===== src/rtl/mono_sample_to_packet_converter_pkg.sv =====
`default_nettype none
// ============================================================================
// mono_sample_to_packet_converter_pkg: shared audio widths and FSM encodings
// Revision: 1.0
// ============================================================================
package mono_sample_to_packet_converter_pkg;

  localparam int DATA_WIDTH_DEFAULT = 32;
  localparam int SAMPLE_BITS        = 24;

  typedef enum logic [1:0] {
    ST_IDLE   = 2'd0,
    ST_SEND_L = 2'd1,
    ST_SEND_R = 2'd2
  } state_t;

endpackage
`default_nettype wire


===== src/rtl/mono_sample_to_packet_converter.sv =====
`default_nettype none
// ============================================================================
// mono_sample_to_packet_converter: each mono sample -> 2-beat (L,R) AXIS packet
// Revision: 1.0
// ============================================================================
module mono_sample_to_packet_converter
  import mono_sample_to_packet_converter_pkg::*;
#(
  parameter int DATA_WIDTH = DATA_WIDTH_DEFAULT
) (
  input  logic                  AXIS_ACLK,
  input  logic                  AXIS_ARESETN,
  input  logic [DATA_WIDTH-1:0] mono_sample,
  input  logic                  mono_valid,
  output logic                  mono_ready,
  output logic [DATA_WIDTH-1:0] M_AXIS_TDATA,
  output logic                  M_AXIS_TVALID,
  output logic                  M_AXIS_TLAST,
  input  logic                  M_AXIS_TREADY
);

  state_t                  state_q, state_d;
  logic [DATA_WIDTH-1:0]   hold_q, hold_d;
  logic                    tvalid_q, tvalid_d;
  logic                    tlast_q, tlast_d;
  logic                    w_in_hs;

  // Ready is forced low in reset so no sample is consumed while the FSM is held.
  assign mono_ready = AXIS_ARESETN &&
                      ((state_q == ST_IDLE) ||
                       ((state_q == ST_SEND_R) && M_AXIS_TREADY));
  assign w_in_hs    = mono_valid && mono_ready;

  always_comb begin
    state_d = state_q;
    hold_d  = hold_q;
    case (state_q)
      ST_IDLE: begin
        if (w_in_hs) begin
          hold_d  = mono_sample;
          state_d = ST_SEND_L;
        end
      end
      ST_SEND_L: begin
        if (M_AXIS_TREADY) begin
          state_d = ST_SEND_R;
        end
      end
      ST_SEND_R: begin
        if (M_AXIS_TREADY) begin
          if (w_in_hs) begin
            hold_d  = mono_sample;
            state_d = ST_SEND_L;
          end else begin
            state_d = ST_IDLE;
          end
        end
      end
      default: state_d = ST_IDLE;
    endcase
    tvalid_d = (state_d == ST_SEND_L) || (state_d == ST_SEND_R);
    tlast_d  = (state_d == ST_SEND_R);
  end

  always_ff @(posedge AXIS_ACLK) begin
    if (!AXIS_ARESETN) begin
      state_q  <= ST_IDLE;
      hold_q   <= '0;
      tvalid_q <= 1'b0;
      tlast_q  <= 1'b0;
    end else begin
      state_q  <= state_d;
      hold_q   <= hold_d;
      tvalid_q <= tvalid_d;
      tlast_q  <= tlast_d;
    end
  end

  assign M_AXIS_TDATA  = hold_q;
  assign M_AXIS_TVALID = tvalid_q;
  assign M_AXIS_TLAST  = tlast_q;

endmodule
`default_nettype wire


===== config.mk =====
export PLATFORM = sky130hd
export DESIGN_NAME = mono_sample_to_packet_converter
export DESIGN_NICKNAME = d
export VERILOG_FILES = /design/src/rtl/mono_sample_to_packet_converter_pkg.sv /design/src/rtl/mono_sample_to_packet_converter.sv
export SDC_FILE = /design/constraint.sdc
export NUM_CORES = 1
export LEC_CHECK = 0
export ABC_AREA = 1
export CELL_PAD_IN_SITES_DETAIL_PLACEMENT = 0
export CELL_PAD_IN_SITES_GLOBAL_PLACEMENT = 1
export CORE_UTILIZATION = 27
export DETAILED_ROUTE_END_ITERATION = 8
export GPL_TIMING_DRIVEN = 0
export PLACE_DENSITY_LB_ADDON = 0.3
export RECOVER_POWER = 25
export SLEW_MARGIN = 20
export SYNTH_ARGS = -nofsm -noshare
export SYNTH_HDL_FRONTEND = slang
export SYNTH_SLANG_ARGS = --single-unit

===== constraint.sdc =====
create_clock -name AXIS_ACLK -period 1.5 [get_ports AXIS_ACLK]
set_input_delay 0.3 -clock AXIS_ACLK [delete_from_list [all_inputs] [get_ports AXIS_ACLK]]
set_output_delay 0.3 -clock AXIS_ACLK [all_outputs]
set_load 0.005 [all_outputs]

==> results of run 1 <==
==> power groups by stage <==
stage | sequential [uW] | clock [uW] | combinational (uW)
5_1_grt | 1070 | 776 | 507
2_1_floorplan | 1090 | 0 | 191
4_1_cts | 1060 | 742 | 465
6_report | 1060 | 701 | 451
3_3_place_gp | 1080 | 0 | 461
3_5_place_dp | 1090 | 0 | 463
==> tightest hold or removal path, cell delays in order <==
cell     delay, ps
buf_4          140
nand2_1         60
nor2_1          30
==> how the worst max path moves through the flow <==
stage / startpoint / to / slack (ps)
floorplan: AXIS_ARESETN / M_AXIS_TVALID / 220
global placement: M_AXIS_TREADY / mono_ready / -440
detailed placement: M_AXIS_TREADY / mono_ready / -460
CTS: M_AXIS_TREADY / mono_ready / 10
global route: M_AXIS_TDATA[19] / M_AXIS_TDATA[19] / 10
finish: M_AXIS_TDATA[10] / M_AXIS_TDATA[10] / 70
==> cells by family (layout without fill, tap and decap cells) <==
family          after synthesis  count (layout)  synth area share [%]
flops                        36              36                  47.9
compound gates                1               1                 0.332
simple gates                142             142                  36.1
fa+ha+maj                     1               1                 0.831
buf+inv                      50             127                  14.9
==> Yosys cell counts <==
master     n
nand2_1   72
nor2_1    67
inv_1     38
dfxtp_1   36
buf_4      3
buf_6      3
clkbuf_1   3
buf_2      2
a21oi_1    1
ha_1       1
inv_2      1
nand3_2    1
nor2_2     1
nor3_1     1
==> layer usage <==
| layer | vias to the layer above | routed length [um] |
|---|---|---|
| li1 | 795 | - |
| met1 | 618 | 1640 |
| met2 | 44 | 1560 |
| met3 | 7 | 235 |
| met4 | 0 | 61 |
| met5 | - | 0 |
==> flip-flops by register name, summed over array words and instances (netlist names) <==
| register | flops |
|---|---|
| state_q | 2 |
| M_AXIS_TVALID | 1 |
| M_AXIS_TLAST | 1 |
| M_AXIS_TDATA | 32 |
==> what timing repair did <==
item	in CTS	in global routing
resized for setup	7	1
setup buffers	0	0
setup endpoints to repair	1	1
==> final cells by class <==
type	count	area [um^2]	area share [%]
buffer	11	71.3	3.01
clock buffer	8	90.1	3.81
inverter	39	146	6.18
multi-input combinational	144	563	23.8
sequential	36	721	30.4
tap	70	87.6	3.70
timing repair buffer	69	688	29.1
==> stage by stage <==
step,hold WS (ps),total power (uW),std cells,utilization (%)
after detailed placement,500,1550,369,43.6
after floorplan,435,1280,230,-
final,291,2220,377,45.2
after global routing,307,2360,377,45.2
after global placement,499,1550,369,43.6
after CTS,280,2270,377,45.4
==> qor.txt, run 1 <==
hold path startpoint: AXIS_ARESETN
Worst Path Arrival: 1130 ps
overall routing resource usage: 12.6%
synth top area cells: dfxtp_1 (48%), nand2_1 (18%), nor2_1 (17%)
crit share post-route: 95.5%
Die Span X: 76.7 um
share of cells above drive strength 1: 6.19%
gr busiest metal: met2
worst vdd ir: 510 uV
Total Wirelength: 3.50 mm
power share of the clock group: 31.6%
endpoints failing hold: 0
Area Overhead vs Synth: 57.3%
R2R Setup Slk: 240 ps
die area: 5880 um^2
CTS Root Cell: clkbuf_8
GRT overflow: 0
Internal Pwr Total: 1670 uW
CP cell instances: clkdlybuf4s50_1
commonest cells after routing, fill and taps aside: nand2_1 (71), nor2_1 (67), clkdlybuf4s50_1 (67)
critical path depth: 1
Sw Ratio: 24.6%
CP delay by family, top: buffers and inverters
Worst R2R Start: state_q[0]
dpl ws: -462 ps
Worst Path Buf+Inv: 1
DP Wirelength: 2.49 mm
grt met1 use: 15.3%
placed inst area: 2280 um^2
worst-path maximum fanout: 2
cell count after synthesis: 230
syn avg cell area: 6.54 um^2
Seq cells post-synth: 36
largest net degree at the start of global routing: 11
R2R cell count: 7
Slew @ Worst Pin: 451 ps
clock sinks: 36
PD cells: 936 nW/um^2
# diodes: 0
Worst Hold End: M_AXIS_TDATA[16]
switching pwr: 545 uW
initial antenna violation count: 0
CTS buffer count: 5
Synth top area share: 47.9%
static leakage: 0.00118 uW
Yosys top cell by area: dfxtp_1
final antenna-violating net count: 0
IO buf count: 69
FP Rows: 26
Final #Nets: 343
later-pin clock latency in the skew report: 280 ps
Hold WC Path Type: in2reg
Post-CTS Hold Buffers: 0
Ports: 71
design area: 2370 um^2
clock slew at reported path FFs: 70 ps
filler cell count in the final layout: 585
vias per cell: 3.88
MaxCap Viol Count: 0
CP max stage delay: 510 ps
Placer Congestion: 0.678
outcome: finished, final reports clean
vias in the first global route: 1377
first-pass GRT wire length: 5.97 mm
final setup TNS: 0 ps
Ys Warns: 0
RSZ-0062 raised after global routing: no
GR met2 Demand/Resource: 20.2%
htree depth: 2
DRT Pass-1 Iters: 4
Chip Height: 76.7 um
Slew headroom: 70.0%
Core Area: 5240 um^2
Initial DRC Count: 39
slowest CP cell: clkdlybuf4s50_1
CP Capture Type: output pin
mapped cell area: 1510 um^2
Worst setup SP type: register
# setup viols final: 0
Syn Nets: 267
sequential-to-total area share from yosys stat: 47.9%
vias: 1464
WHS Path Cells: 3
Worst Skew: 3.03 ps
Tmin final: 1430 ps
met3 GRT Util: 4.40%
fmax: 698 MHz
Seq pwr share: 48.0%
Longest Clk Path Bufs: 2
data required time of the worst path: 1200 ps
DRC: 0
max-slew violations: 0
TritonCTS clock tree: done
WS Path Type: reg2out
Final Worst Setup Slack: 66.8 ps
commonest non-fill, non-tap cell in the layout: nand2_1
RR Endpoint: M_AXIS_TVALID
synth unique cells: 14
DR WL/cell: 9.28 um
Initial Utilization: 28.7%
logic gate share of total power: 20.4%
Note: power is estimated with default switching activity, not from simulation.
==> run 2: changes to the inputs <==
- CORE_UTILIZATION: 27 -> 28
- CTS_BUF_LIST: not set -> sky130_fd_sc_hd__clkbuf_2
- SETUP_SLACK_MARGIN: not set -> 0.15
- TNS_END_PERCENT: not set -> 30
==> qor.txt, run 2 (synthesized netlist as in run 1, its figures left out) <==
RSZ-0062 raised after global routing: yes
Initial Utilization: 29.3%
Final #Nets: 345
outcome: finished, final reports clean
CTS buffer count: 5
Core Area: 5140 um^2
data required time of the worst path: 1200 ps
CTS Root Cell: clkbuf_2
fmax: 739 MHz
first-pass GRT wire length: 5.63 mm
Hold WC Path Type: in2reg
max-slew violations: 0
IO buf count: 69
vias in the first global route: 1344
total power: 1920 uW
DP Wirelength: 2.45 mm
initial antenna violation count: 0
clock sinks: 36
clock slew at reported path FFs: 170 ps
Placed Cells: 369
Tmin final: 1350 ps
die area: 5670 um^2
Slew @ Worst Pin: 489 ps
largest net degree at the start of global routing: 11
placed inst area: 2280 um^2
static leakage: 0.00130 uW
Area Overhead vs Synth: 55.2%
hold_ws: 179 ps
final antenna-violating net count: 0
DRC: 0
commonest cells after routing, fill and taps aside: nand2_1 (71), nor2_1 (67), inv_1 (37)
Internal Pwr Total: 1390 uW
max FFs per register: 32
Total Wirelength: 3.48 mm
Multi-input gate area: 568 um^2
switching pwr: 526 uW
PD cells: 821 nW/um^2
Chip Height: 75.3 um
overall routing resource usage: 13.1%
worst vdd ir: 400 uV
R2R Setup Slk: 170 ps
CP startpoint: state_q[1]
Longest Clk Path Bufs: 2
filler cell count in the final layout: 597
TritonCTS clock tree: done
FP Rows: 26
Ports: 71
Worst Skew: 13.4 ps
design area: 2340 um^2
DRT Pass-1 Iters: 4
Seq pwr share: 56.0%
share of cells above drive strength 1: 18.1%
# diodes: 0
Worst setup SP type: register
WS Path Type: reg2out
RR Endpoint: M_AXIS_TVALID
vias per cell: 3.85
Seq. cell area: 762 um^2
crit share post-route: 90.2%
worst-path maximum fanout: 2
htree depth: 2
Setup crit end: mono_ready
endpoints failing hold: 0
logic gate share of total power: 21.4%
Post-CTS Hold Buffers: 0
# setup viols final: 0
later-pin clock latency in the skew report: 380 ps
Die Span X: 75.3 um
CP Capture Type: output pin
GRT overflow: 0
commonest non-fill, non-tap cell in the layout: nand2_1
power share of the clock group: 22.6%
Worst R2R Start: state_q[1]
Placer Congestion: 0.687
Sw Ratio: 27.4%
Worst Path Arrival: 1050 ps
Slew headroom: 67.4%
vias: 1461
Post-Layout Cell Count: 379
Initial DRC Count: 44
MaxCap Viol Count: 0
R2R cell count: 8
DR WL/cell: 9.19 um
run 2: area by class of cell:
class	count	area share (%)
Buffer	11	2.79
Timing Repair Buffer	71	28.6
Sequential cell	36	32.6
Clock inverter	1	0.161
Tap cell	70	3.75
Clock buffer	7	1.50
Inverter	39	6.27
Multi-Input combinational cell	144	24.3
run 2: metrics by stage:
| stage | worst slack (ps) | TNS, ps | util [%] |
|---|---|---|---|
| floorplan | 219 | 0 | - |
| global placement | -439 | -3750 | 44.4 |
| detailed placement | -439 | -3660 | 44.4 |
| CTS | -62.9 | -62.9 | 45.2 |
| global route | 44.5 | 0 | 45.4 |
| finish | 147 | 0 | 45.4 |
run 2: what timing repair did:
item | in CTS | in global routing
endpoints found under the hold margin | 0 | 0
pin swaps | 2 | 2
gates resized for setup | 75 | 7
endpoints found under the setup margin | 35 | 28
setup buffers | 0 | 2
run 2: metal layers:
| layer | vias up | GRT usage [%] | part of all wire (%) |
|---|---|---|---|
| met2 | 45 | 21.8 | 45 |
| met5 | - | 0 | 0 |
| met3 | 4 | 6.08 | 8.8 |
| met1 | 608 | 15.0 | 45 |
| met4 | 0 | 4.32 | 0.83 |
| li1 | 804 | - | - |
run 2: power by group through the flow:
stage,Clock [uW],Combinational [uW],Sequential [uW]
floorplan,0,191,1090
global placement,0,462,1080
detailed placement,0,462,1090
CTS,471,420,1070
global route,519,473,1080
finish,433,410,1070
run 2: worst max-delay path, cell delays in order, from the launching register on:
cell and delay (ps):
dfxtp_1 350, nand2_2 80, inv_2 40, nor3_2 90, buf_2 130
run 2: how the worst min path moves through the flow:
| stage | startpoint | to | slack [ps] | cells past startpoint |
|---|---|---|---|---|
| 2_1_floorplan | mono_sample[0] | M_AXIS_TDATA[0] | 430 | 2 |
| 3_3_place_gp | M_AXIS_TDATA[21] | M_AXIS_TDATA[21] | 500 | 4 |
| 3_5_place_dp | M_AXIS_TDATA[20] | M_AXIS_TDATA[20] | 500 | 4 |
| 4_1_cts | AXIS_ARESETN | M_AXIS_TDATA[14] | 150 | 3 |
| 5_1_grt | AXIS_ARESETN | M_AXIS_TDATA[16] | 130 | 3 |
| 6_report | AXIS_ARESETN | M_AXIS_TDATA[14] | 180 | 3 |
